--- src/rtl/dft_pkg.sv ---
// Shared constants, FSM encoding and helpers for the window-DFT twiddle path.
package dft_pkg;

  // Quadrant encoding of the top two phase bits
  localparam logic [1:0] QUAD_0 = 2'd0;
  localparam logic [1:0] QUAD_1 = 2'd1;
  localparam logic [1:0] QUAD_2 = 2'd2;
  localparam logic [1:0] QUAD_3 = 2'd3;

  typedef enum logic [1:0] {
    ST_IDLE  = 2'd0,
    ST_RUN   = 2'd1,
    ST_DRAIN = 2'd2
  } state_e;

  // DFT length N = 2^log2n
  function automatic int unsigned dft_n(input int unsigned log2n);
    return 32'd1 << log2n;
  endfunction

  // Quarter-wave length Q = N/4
  function automatic int unsigned dft_q(input int unsigned log2n);
    return dft_n(log2n) >> 2;
  endfunction

  // Negate a w-bit signed value held sign-extended in 32 bits; the most
  // negative code saturates to the most positive one.
  function automatic logic signed [31:0] sat_neg(input logic signed [31:0] x,
                                                 input int unsigned       w);
    logic signed [31:0] lo;
    lo = -(32'sd1 <<< (w - 32'd1));
    if (x == lo) return ~lo;
    return -x;
  endfunction

endpackage

--- src/rtl/dft_qw_rom.sv ---
// Dual-read-port registered quarter-wave sine ROM (s[j] = sin(2*pi*j/N)).
module dft_qw_rom
  import dft_pkg::*;
#(
  parameter int unsigned LOG2N   = 4,
  parameter int unsigned DATA_W  = 16,
  parameter int unsigned DEPTH   = 5,
  parameter int unsigned AW      = 3,
  parameter string       QW_FILE = "dft_twiddle_qw_16.mem"
) (
  input  logic              i_clk,
  input  logic              i_en,
  input  logic [AW-1:0]     i_addr_a,
  input  logic [AW-1:0]     i_addr_b,
  output logic [DATA_W-1:0] o_data_a,
  output logic [DATA_W-1:0] o_data_b
);

  localparam real PI = 3.14159265358979323846;

  typedef logic [DATA_W-1:0] qw_tbl_t [DEPTH];

  logic [DATA_W-1:0] r_data_a;
  logic [DATA_W-1:0] r_data_b;

  // Round-half-away-from-zero, saturated quarter-wave entry
  function automatic logic [DATA_W-1:0] qw_entry(input int unsigned j);
    real    v;
    longint iv;
    longint mx;
    v  = $sin(2.0 * PI * real'(j) / real'(dft_n(LOG2N))) * (2.0 ** (DATA_W - 1));
    iv = longint'($floor(v + 0.5));
    mx = (64'sd1 <<< (DATA_W - 1)) - 64'sd1;
    if (iv > mx) iv = mx;
    return DATA_W'(iv);
  endfunction

  // Full quarter-wave table
  function automatic qw_tbl_t qw_table();
    qw_tbl_t t;
    for (int unsigned j = 0; j < DEPTH; j++) t[j] = qw_entry(j);
    return t;
  endfunction

  localparam qw_tbl_t QW_TBL = qw_table();

  // Registered reads, held while the pipeline is stalled
  always_ff @(posedge i_clk) begin
    if (i_en) begin
      r_data_a <= QW_TBL[i_addr_a];
      r_data_b <= QW_TBL[i_addr_b];
    end
  end

  assign o_data_a = r_data_a;
  assign o_data_b = r_data_b;

endmodule

--- src/rtl/dft_twiddle_gen.sv ---
// Twiddle streamer: emits w[(k*n) mod N], n = 0..N-1, over valid/ready.
module dft_twiddle_gen
  import dft_pkg::*;
#(
  parameter int unsigned LOG2N   = 4,
  parameter int unsigned DATA_W  = 16,
  parameter string       QW_FILE = "dft_twiddle_qw_16.mem"
) (
  input  logic              clk,
  input  logic              rst,
  input  logic              start,
  input  logic [LOG2N-1:0]  bin,
  input  logic              inverse,
  output logic              busy,
  output logic [DATA_W-1:0] out_re,
  output logic [DATA_W-1:0] out_im,
  output logic [LOG2N-1:0]  out_idx,
  output logic              out_last,
  output logic              out_valid,
  input  logic              out_ready
);

  localparam int unsigned N  = dft_n(LOG2N);
  localparam int unsigned Q  = dft_q(LOG2N);
  localparam int unsigned AW = LOG2N - 1;
  localparam int unsigned RW = LOG2N - 2;

  state_e            r_state, w_state_nxt;
  logic              r_busy;
  logic [LOG2N-1:0]  r_k, r_p, r_n;
  logic              r_inv;
  logic              w_en, w_load, w_issue;

  logic [1:0]        w_quad;
  logic [RW-1:0]     w_r;
  logic [AW-1:0]     w_addr_lo, w_addr_hi, w_addr_re, w_addr_im;
  logic [DATA_W-1:0] w_rom_re, w_rom_im;

  logic              r_s1_valid, r_s1_last;
  logic [1:0]        r_s1_quad;
  logic [LOG2N-1:0]  r_s1_idx;

  logic              w_re_neg, w_im_neg;
  logic [DATA_W-1:0] w_re, w_im;

  logic              r_out_valid, r_out_last;
  logic [DATA_W-1:0] r_out_re, r_out_im;
  logic [LOG2N-1:0]  r_out_idx;

  assign w_en = !r_out_valid || out_ready;

  // Quarter-wave addressing: s[r] and s[Q-r], swapped on odd quadrants
  assign w_quad    = r_p[LOG2N-1 -: 2];
  assign w_r       = r_p[RW-1:0];
  assign w_addr_lo = AW'(w_r);
  assign w_addr_hi = AW'(Q) - AW'(w_r);
  assign w_addr_re = w_quad[0] ? w_addr_lo : w_addr_hi;
  assign w_addr_im = w_quad[0] ? w_addr_hi : w_addr_lo;

  dft_qw_rom #(
    .LOG2N  (LOG2N),
    .DATA_W (DATA_W),
    .DEPTH  (Q + 1),
    .AW     (AW),
    .QW_FILE(QW_FILE)
  ) u_rom (
    .i_clk   (clk),
    .i_en    (w_en),
    .i_addr_a(w_addr_re),
    .i_addr_b(w_addr_im),
    .o_data_a(w_rom_re),
    .o_data_b(w_rom_im)
  );

  // Sweep control: next state and S0 issue/load strobes
  always_comb begin
    w_state_nxt = r_state;
    w_load      = 1'b0;
    w_issue     = 1'b0;
    unique case (r_state)
      ST_IDLE: begin
        if (start) begin
          w_load      = 1'b1;
          w_state_nxt = ST_RUN;
        end
      end
      ST_RUN: begin
        if (w_en) begin
          w_issue = 1'b1;
          if (r_n == LOG2N'(N - 1)) w_state_nxt = ST_DRAIN;
        end
      end
      ST_DRAIN: begin
        if (r_out_valid && out_ready && r_out_last) w_state_nxt = ST_IDLE;
      end
      default: w_state_nxt = ST_IDLE;
    endcase
  end

  // State register and S0 phase/index accumulators
  always_ff @(posedge clk) begin
    if (rst) begin
      r_state <= ST_IDLE;
      r_busy  <= 1'b0;
      r_k     <= '0;
      r_inv   <= 1'b0;
      r_p     <= '0;
      r_n     <= '0;
    end else begin
      r_state <= w_state_nxt;
      r_busy  <= (w_state_nxt != ST_IDLE);
      if (w_load) begin
        r_k   <= bin;
        r_inv <= inverse;
        r_p   <= '0;
        r_n   <= '0;
      end else if (w_issue) begin
        r_p <= r_p + r_k;
        r_n <= r_n + LOG2N'(1);
      end
    end
  end

  // S1 sideband travelling alongside the ROM read
  always_ff @(posedge clk) begin
    if (rst) begin
      r_s1_valid <= 1'b0;
      r_s1_last  <= 1'b0;
      r_s1_quad  <= '0;
      r_s1_idx   <= '0;
    end else if (w_en) begin
      r_s1_valid <= w_issue;
      r_s1_last  <= (r_n == LOG2N'(N - 1));
      r_s1_quad  <= w_quad;
      r_s1_idx   <= r_n;
    end
  end

  // Quadrant signs; the inverse mode flips the imaginary sign once more
  assign w_re_neg = (r_s1_quad == QUAD_1) || (r_s1_quad == QUAD_2);
  assign w_im_neg = ((r_s1_quad == QUAD_2) || (r_s1_quad == QUAD_3)) ^ r_inv;
  assign w_re = w_re_neg ? DATA_W'(sat_neg(32'(signed'(w_rom_re)), DATA_W)) : w_rom_re;
  assign w_im = w_im_neg ? DATA_W'(sat_neg(32'(signed'(w_rom_im)), DATA_W)) : w_rom_im;

  // S2 output registers, held while the consumer stalls
  always_ff @(posedge clk) begin
    if (rst) begin
      r_out_valid <= 1'b0;
      r_out_last  <= 1'b0;
      r_out_re    <= '0;
      r_out_im    <= '0;
      r_out_idx   <= '0;
    end else if (w_en) begin
      r_out_valid <= r_s1_valid;
      r_out_last  <= r_s1_valid && r_s1_last;
      if (r_s1_valid) begin
        r_out_re  <= w_re;
        r_out_im  <= w_im;
        r_out_idx <= r_s1_idx;
      end
    end
  end

  assign busy      = r_busy;
  assign out_valid = r_out_valid;
  assign out_last  = r_out_last;
  assign out_re    = r_out_re;
  assign out_im    = r_out_im;
  assign out_idx   = r_out_idx;

endmodule

--- config.mk ---
export PLATFORM = sky130hd
export DESIGN_NAME = dft_twiddle_gen
export DESIGN_NICKNAME = d
export VERILOG_FILES = /design/src/rtl/dft_pkg.sv /design/src/rtl/dft_qw_rom.sv /design/src/rtl/dft_twiddle_gen.sv
export SDC_FILE = /design/constraint.sdc
export NUM_CORES = 1
export LEC_CHECK = 0
export ABC_AREA = 1
export CAP_MARGIN = 25
export CORE_MARGIN = 3
export CORE_UTILIZATION = 55
export DETAILED_ROUTE_END_ITERATION = 10
export GPL_ROUTABILITY_DRIVEN = 0
export HOLD_SLACK_MARGIN = 0.05
export PLACE_DENSITY = 0.8
export SLEW_MARGIN = 30
export SYNTH_ARGS = -nofsm -noshare
export SYNTH_HDL_FRONTEND = slang
export SYNTH_SLANG_ARGS = --single-unit
--- constraint.sdc ---
create_clock -name clk -period 1.7 [get_ports clk]
set_input_delay 0.255 -clock clk [delete_from_list [all_inputs] [get_ports clk]]
set_output_delay 0.255 -clock clk [all_outputs]
set_load 0.005 [all_outputs]
## Word-level counts from Yosys, hierarchy flattened

Memory sizes are Yosys's and may differ from the RTL's. A register that Yosys moved wholly into a read port is not among the register bits.
Cells that the tools add are included.

- Muxes and demuxes: 19
- Reduce and logical (&&, ||, !) cells: 11
- Equality and inequality tests: 8
- Add/sub/neg operators: 5
- Bitwise operators: 3

Operator list:

| kind | count |
|---|---|
| two-way mux 16 bit | 6 |
| equality test 16 bit (second input constant) | 2 |
| negator 16 bit | 2 |
| two-way mux 2 bit | 4 |
| inverter 3 -> 4 bit | 2 |
| equality test 2 bit (second input constant) | 3 |
| two-way mux 1 bit | 6 |
| two-way mux 3 bit | 2 |
| case mux 2 bit (3 select lines) | 1 |
| adder 4 x 1 -> 4 bit (second input constant) | 1 |
| adder 4 bit | 1 |
| equality test 2 x 1 -> 1 bit (second input constant) | 2 |
| equality test 4 bit (second input constant) | 1 |
| logical AND 1 bit | 3 |
| logical OR 1 bit | 3 |
| subtractor 3 x 2 -> 3 bit (first input constant) | 1 |
| logical NOT 2 bit | 1 |
| AND reduction 2 bit | 1 |
| nonzero test 2 bit | 1 |
| OR reduction 2 bit | 1 |
| logical NOT 1 bit | 1 |
| bitwise XOR 1 bit | 1 |

- Register bits after elaboration: 62
- Output and inout port bits: 39
- Memories kept: 2
- Input bits: 9
- Memory bits (read-only): 256
- Logic and storage cells: 63

Memories:

| name | depth | bits a word | read ports | clocked after memory_dff | write ports | RTL line | source |
|---|---|---|---|---|---|---|---|
| (name not given) | 8 | 16 | 1 | 1 | 0 | dft_qw_rom.sv:50 | `r_data_a <= QW_TBL[i_addr_a];` |
| (name not given) | 8 | 16 | 1 | 1 | 0 | dft_qw_rom.sv:51 | `r_data_b <= QW_TBL[i_addr_b];` |

## Longest topological paths before layout

Gate-level depths: netlist (run 1).

- Depth after elaboration: 5
- Gate-level depth with buffers: 12

## Modules after synthesis

Synthesis (run 1) repeated with hierarchy kept, for this count alone.

- Cell total of the unflattened synthesis: 553
- Area, all modules: 4251.6 um2

Modules (own cells, without submodules):

| module | sequential area each (um2) | area each (um2) | times used | cells each |
|---|---|---|---|---|
| dft_twiddle_gen | 1241.2 | 3474.6 | 1 | 492 |
| dft_qw_rom | 480.5 | 777.0 | 1 | 61 |

## Worst setup path before layout (run 1)

OpenSTA, ideal clock, no wires.

- Path type: reg2reg
- From: register r_p[0]
- To: register u_rom.r_data_a[7] (netlist: u_rom.o_data_a[7]), data pin
- Path buffers: 0
- Slack: 0.184 ns
- Data arrival time: 1.256 ns
- Setup time: 0.260 ns
- Period minus slack after synthesis: 1.516 ns
- Cell stages (with the launch flop): 8
- Cell sequence: dfxtp_1 > clkinv_1 > ha_1 > inv_1 > o21ai_0 > inv_1 > nand2_1 > nand3_1

- Cells in the longest elaborated chain, start to end: 3

Ends and longest elaborated chain:

| what | RTL line | source |
|---|---|---|
| start: declaration | dft_twiddle_gen.sv:30 | `logic [LOG2N-1:0] r_k, r_p, r_n;` |
| start signal: assignment | dft_twiddle_gen.sv:118 | `r_p <= r_p + r_k;` |
| subtractor 3 x 2 -> 3 bit | dft_twiddle_gen.sv:56 | `assign w_addr_hi = AW'(Q) - AW'(w_r);` |
| two-way mux 3 bit * | dft_twiddle_gen.sv:57 | `assign w_addr_re = w_quad[0] ? w_addr_lo : w_addr_hi;` |
| inverter 3 -> 4 bit (implied by the code) * | dft_qw_rom.sv:50 |  |
| end: declaration | dft_qw_rom.sv:23 | `logic [DATA_W-1:0] r_data_a;` |

Mark *: on every way between the ends. The rest lies on a longest branch, timed or not.
A chain may end at the register's enable or synchronous reset.

## Worst setup path after layout (run 1)

Ends and elaborated chain as after synthesis.

==> reports/qor.csv, run 1 <==
stage,metric,value,unit
sta,whs,0.471,ns
finish,finalInstanceArea,4480,sq um
global_route,grt-ovfl-total,0,
global_route,track_usage,22.4,%
flow_run,cap_violations,0,
finish,fin_cells,627,
cts,clkSinkCount,76,
worst_hold_path,hold_path.class,flop to flop,
sta,fin_setup_tns,0,ns
synth,netlist_area,3660,sq um
sta,fin_worst_skew,0.00930,ns
route,wl_per_cell,12.7,um
global_route,grt_pass1_wl,13.6,mm
synth,synth_area_leader_cell,dfxtp_1,
route,viasPerCell,5.26,
synth,synth_warnings,0,
sta,setup_violations,0,
route,drtIter0Drc,190,
cts,path_clk_slew,0.09,ns
finish,final_core_util,70.2,%
finish,final_cell_mix,"nand2_1, nor2_1, dfxtp_1",
floorplan,die-area,7680,sq um
cts,hold_buffers,0,
finish,fin_nets,569,
route,drc,0,
synth,synth_cells,489,
setup_path,cp_data_required_time,1.82,ns
setup_path,crit_fanout,4,
finish,drive_gt1_share,8.55,%
status,status,"finished, final reports clean",
sta,max_clock_freq,630,MHz
synth,avgSynthCellArea,7.49,sq um
setup_path,setup.worst_path.class,flop to flop,
synth,syn-num-nets,513,
synth,yosysSeqAreaShare,45.9,%
floorplan,die_w,87.6,um
pwr,finalPower,4.45,mW
placement,pre_cts_ws,0.00360,ns
placement,numPortBuffers,47,
setup_path,cp-end-kind,flop,
route,antenna_left,0,
cts,clock-root-buffer,clkbuf_8,
synth,yosysTopAreaCellShare,32.8,%
sta,finalCriticalPeriod,1.59,ns
route,drt_pass1_iterations,5,
setup_path,crit_buf_inv,3,
route,vias,3301,
placement,dpl_cell_area,4250,sq um
pwr,p_per_area,993,nW/um^2
floorplan,fp-row-count,29,
synth,ys_seq_elements,76,
setup_path,cp.arrival,1.71,ns
pwr,ir_drop,0.582,mV
finish,mostFrequentLayoutCell,nand2_1,
sta,slew_viol_final,0,
setup_path,max_stage_delay,0.40,ns
cts,numCtsBuffers,9,
route,drt_wl_total,7.98,mm
cts,cts_resized,0,
setup_path,cp_common_cell,inv_1,
global_route,grt_pass1_vias,3163,
cts,post-cts-setup-buffers,0,
setup_path,critPathLaunchType,flop,
global_route,antenna_found_initial,0,
floorplan,core-area,6390,sq um
sta,worst_pin_slew,0.315,ns
sta,layout_setup_ws,0.112,ns
setup_path,cp_top_family,flip-flops,
setup_path,path_cells,"clkinv_1, ha_1, inv_1, o21ai_0, inv_1, nand2_1, nand3_1",
sta,fin_crit_sh,93.4,%
floorplan,die_height,87.6,um
placement,dpl.hpwl,5.73,mm
cts,cts_tree,done,
cts,worst_skew_pair.late_latency,0.36,ns
sta,hold_viol,0,
setup_path,cp_slowest_cell,dfxtp_1,
cts,cts_max_level,3,
global_route,grt_max_degree,46,
cts,clk_path_buf_depth,2,
sta,rsz0062_at_grt,no,
synth,synthTopCellsByArea,"dfxtp_1, edfxtp_1, nand2_1, nor2_1, nand3_1",
finish,area_growth,22.3,%
pwr,leakagePower,1.98,nW
floorplan,ios,48,
floorplan,start_util,57.4,%
synth,ys_types,34,
finish,antennaDiodeCount,0,
placement,dp.cells,611,
sta,slew_headroom,78.9,%
power by group:
part	leakage [nW]	internal [mW]	switching [mW]
Sequential	0.657	1.99	0.0974
Clock	0.106	0.834	0.720
Combinational	1.22	0.352	0.456
Total	1.98	3.18	1.27
synth_stat cells, drive strengths merged:
master,n
a21oi,24
a31oi,7
fa,1
inv,56
nand4,1
clkinv,1
nand3,40
clkbuf,4
o21bai,2
edfxtp,16
o21ai,34
nand2,105
xnor2,3
dfxtp,60
a211oi,3
o211ai,2
buf,15
or2,1
nor3,2
nor2,94
ha,14
o211a,1
xor2,3
layer usage:
metal | wire, um | GRT usage (%) | vias up
met5 | 0 | 0 | -
met4 | 213 | 11.7 | 0
met3 | 322 | 4.52 | 22
met2 | 3970 | 39.3 | 87
met1 | 3470 | 25.4 | 1521
li1 | - | - | 1671
worst paths after layout:
| kind | from | to | slack [ns] | depth (start not counted) |
|---|---|---|---|---|
| worst min register to register | r_s1_idx[2] | r_s1_idx[2] | 0.47 | 2 |
| worst min-delay path | r_s1_idx[2] | r_s1_idx[2] | 0.47 | 2 |
| worst max register to register | r_p[0] | u_rom.o_data_a[7] | 0.11 | 7 |
| worst max-delay path | r_p[0] | u_rom.o_data_a[7] | 0.11 | 7 |
cell families after synthesis:
family          synth area share (%)
buf+inv                         9.18
compound gates                  11.0
flops                           45.9
fa+ha+maj                       5.33
simple gates                    27.2
xor+xnor                        1.43
flip-flops by register name, summed over array words and instances (netlist names), 2 cells and up:
name and count:
r_p 4, r_k 4, r_n 4, out_idx 4, u_rom.o_data_a 8, r_s1_quad 2, u_rom.o_data_b 8, r_s1_idx 4
out_re 15, r_state 2, out_im 15
cell type report:
cell class	count	area (sq um)
Sequential cell	76	1680
Fill cell	517	1910
Inverter	57	216
Multi-Input combinational cell	337	1650
Clock buffer	9	124
Timing Repair Buffer	64	611
Tap cell	77	96.3
Clock inverter	7	98.8
worst reg2reg max path, cell delays in order, from the launching register on:
cell	delay (ns)
dfxtp_1	0.40
clkinv_1	0.12
ha_1	0.31
inv_1	0.04
o21ai_0	0.21
inv_1	0.09
nand2_1	0.11
nand3_1	0.07
(Power assumes the default switching activity.)
==> run 2: changes to the inputs <==
Settings changed: CELL_PAD_IN_SITES_DETAIL_PLACEMENT from default to 1, CELL_PAD_IN_SITES_GLOBAL_PLACEMENT from default to 2, CORE_MARGIN 3 to default, CORE_UTILIZATION 55 to 32, PLACE_DENSITY 0.8 to default, PLACE_DENSITY_LB_ADDON from default to 0.1.
==> reports/qor.csv, run 2 (same netlist as run 1, synthesis figures left out) <==
stage,metric,value,unit,change
route,drt_wl_total,9.34,mm,+17%
placement,pre_cts_ws,0.0438,ns,+0.0402 ns
pwr,leakagePower,2.10,nW,+5.9%
pwr,p_per_area,1020,nW/um^2,+2.5%
finish,fin_cells,706,,+13%
setup_path,setup.worst_path.class,flop to flop,,
cts,clk_path_buf_depth,2,,unchanged
route,antenna_left,0,,unchanged
sta,slew_viol_final,0,,unchanged
setup_path,cp-end-kind,flop,,
placement,dp.cells,690,,+13%
finish,area_growth,30.4,%,
setup_path,r2r_cells,10,,+3
pwr,finalPower,4.86,mW,+9.3%
sta,finalCriticalPeriod,1.50,ns,-0.0865 ns
finish,final_core_util,43.5,%,-27 points
setup_path,cp.arrival,1.73,ns,+0.02 ns
status,status,"finished, final reports clean",,
setup_path,crit_fanout,3,,-1
floorplan,start_util,33.4,%,-24 points
floorplan,die_w,109,um,+24%
route,wl_per_cell,13.2,um,+4.0%
route,viasPerCell,4.67,,-11%
route,drt_pass1_iterations,4,,-1
sta,worst_pin_slew,0.338,ns,+0.0223 ns
global_route,antenna_found_initial,0,,unchanged
finish,drive_gt1_share,11.1,%,+2.6 points
floorplan,die_height,109,um,+24%
cts,clock-root-buffer,clkbuf_16,,
floorplan,core-area,11000,sq um,+72%
global_route,grt_pass1_vias,3304,,+4.5%
pwr,ir_drop,0.511,mV,-12%
sta,whs,0.465,ns,-0.00591 ns
setup_path,critPathLaunchType,flop,,
finish,finalInstanceArea,4780,sq um,+6.6%
global_route,grt_pass1_wl,15.9,mm,+17%
cts,numCtsBuffers,9,,unchanged
floorplan,die-area,11900,sq um,+55%
finish,final_cell_mix,"nand2_1, nor2_1, dfxtp_1",,
setup_path,startpoint,u_rom.o_data_b[8],,
sta,setup_violations,0,,unchanged
sta,rsz0062_at_grt,no,,
placement,numPortBuffers,47,,unchanged
cts,path_clk_slew,0.06,ns,-0.03 ns
sta,fin_crit_sh,88.3,%,-5.1 points
route,drc,0,,unchanged
sta,slew_headroom,77.4,%,-1.5 points
setup_path,rr_endpoint,out_im[12],,
placement,dpl_cell_area,4460,sq um,+5.0%
global_route,grt-ovfl-total,0,,unchanged
sta,max_clock_freq,666,MHz,+5.8%
floorplan,ios,48,,unchanged
global_route,grt_max_degree,34,,-26%
route,drtIter0Drc,100,,-47%
finish,mostFrequentLayoutCell,nand2_1,,
sta,layout_setup_ws,0.198,ns,+0.0865 ns
cts,hold_buffers,0,,unchanged
cts,clkSinkCount,76,,unchanged
setup_path,worstReg2RegStart,u_rom.o_data_b[8],,
route,vias,3296,,-0.15%
cts,cts_max_level,3,,unchanged
sta,fin_worst_skew,0.00594,ns,-0.00336 ns
finish,fin_nets,585,,+2.8%
finish,antennaDiodeCount,0,,unchanged
cts,cts_resized,0,,unchanged
flow_run,cap_violations,0,,unchanged
sta,hold_viol,0,,unchanged
setup_path,critPathCapture,out_im[12],,
global_route,track_usage,17.3,%,-5.0 points
placement,dpl.hpwl,7.19,mm,+25%
floorplan,fp-row-count,38,,+31%
setup_path,cp_data_required_time,1.93,ns,+0.11 ns
worst_hold_path,hold_path.class,flop to flop,,
cts,post-cts-setup-buffers,0,,unchanged
sta,fin_setup_tns,0,ns,unchanged
cts,worst_skew_pair.late_latency,0.33,ns,-0.03 ns
setup_path,reg2reg_slack,0.20,ns,+0.09 ns
cts,cts_tree,done,,
[run 2: power by group]
group	switching [mW]	total (mW)	internal [mW]
logic	0.495	0.895	0.399
clock network	0.742	1.88	1.14
registers	0.0951	2.09	1.99
total	1.33	4.86	3.53
[run 2: area by class of cell]
class,instances,area [sq um]
clock buffers,10,229
clock inverters,6,63.8
fillers,1358,6210
inverters,57,216
multi-input cells,337,1660
flip-flops and latches,76,1680
well taps,140,175
repair buffers,80,747
[run 2: how the worst min path moves through the flow]
stage	endpoint	startpoint	slack (ns)	depth (start not counted)
6_report	out_im[15]	out_im[15]	0.47	2
5_1_grt	out_idx[2]	r_s1_idx[2]	0.49	2
4_1_cts	out_im[15]	out_im[15]	0.47	2
3_5_place_dp	out_im[15]	out_im[15]	0.46	2
3_3_place_gp	out_idx[2]	r_s1_idx[2]	0.45	2
2_1_floorplan	r_k[0]	bin[0]	0.42	2
[run 2: worst max-delay path, cell delays in order (launching register included)]
cell and delay, ns:
edfxtp_1 0.39, inv_1 0.13, ha_1 0.18, ha_1 0.19
nand2_1 0.06, nor2_1 0.10, nand2_1 0.08, nand3_1 0.08
nand3_1 0.09, nand2_1 0.07, inv_1 0.04
[run 2: metal layers]
| layer | track usage (%) | share of wire, % | vias to the layer above |
|---|---|---|---|
| met5 | 0 | 0 | - |
| met4 | 6.08 | 1.5 | 0 |
| met1 | 22.1 | 49 | 1537 |
| met3 | 3.71 | 2.1 | 13 |
| met2 | 28.7 | 47 | 39 |
| li1 | - | - | 1707 |
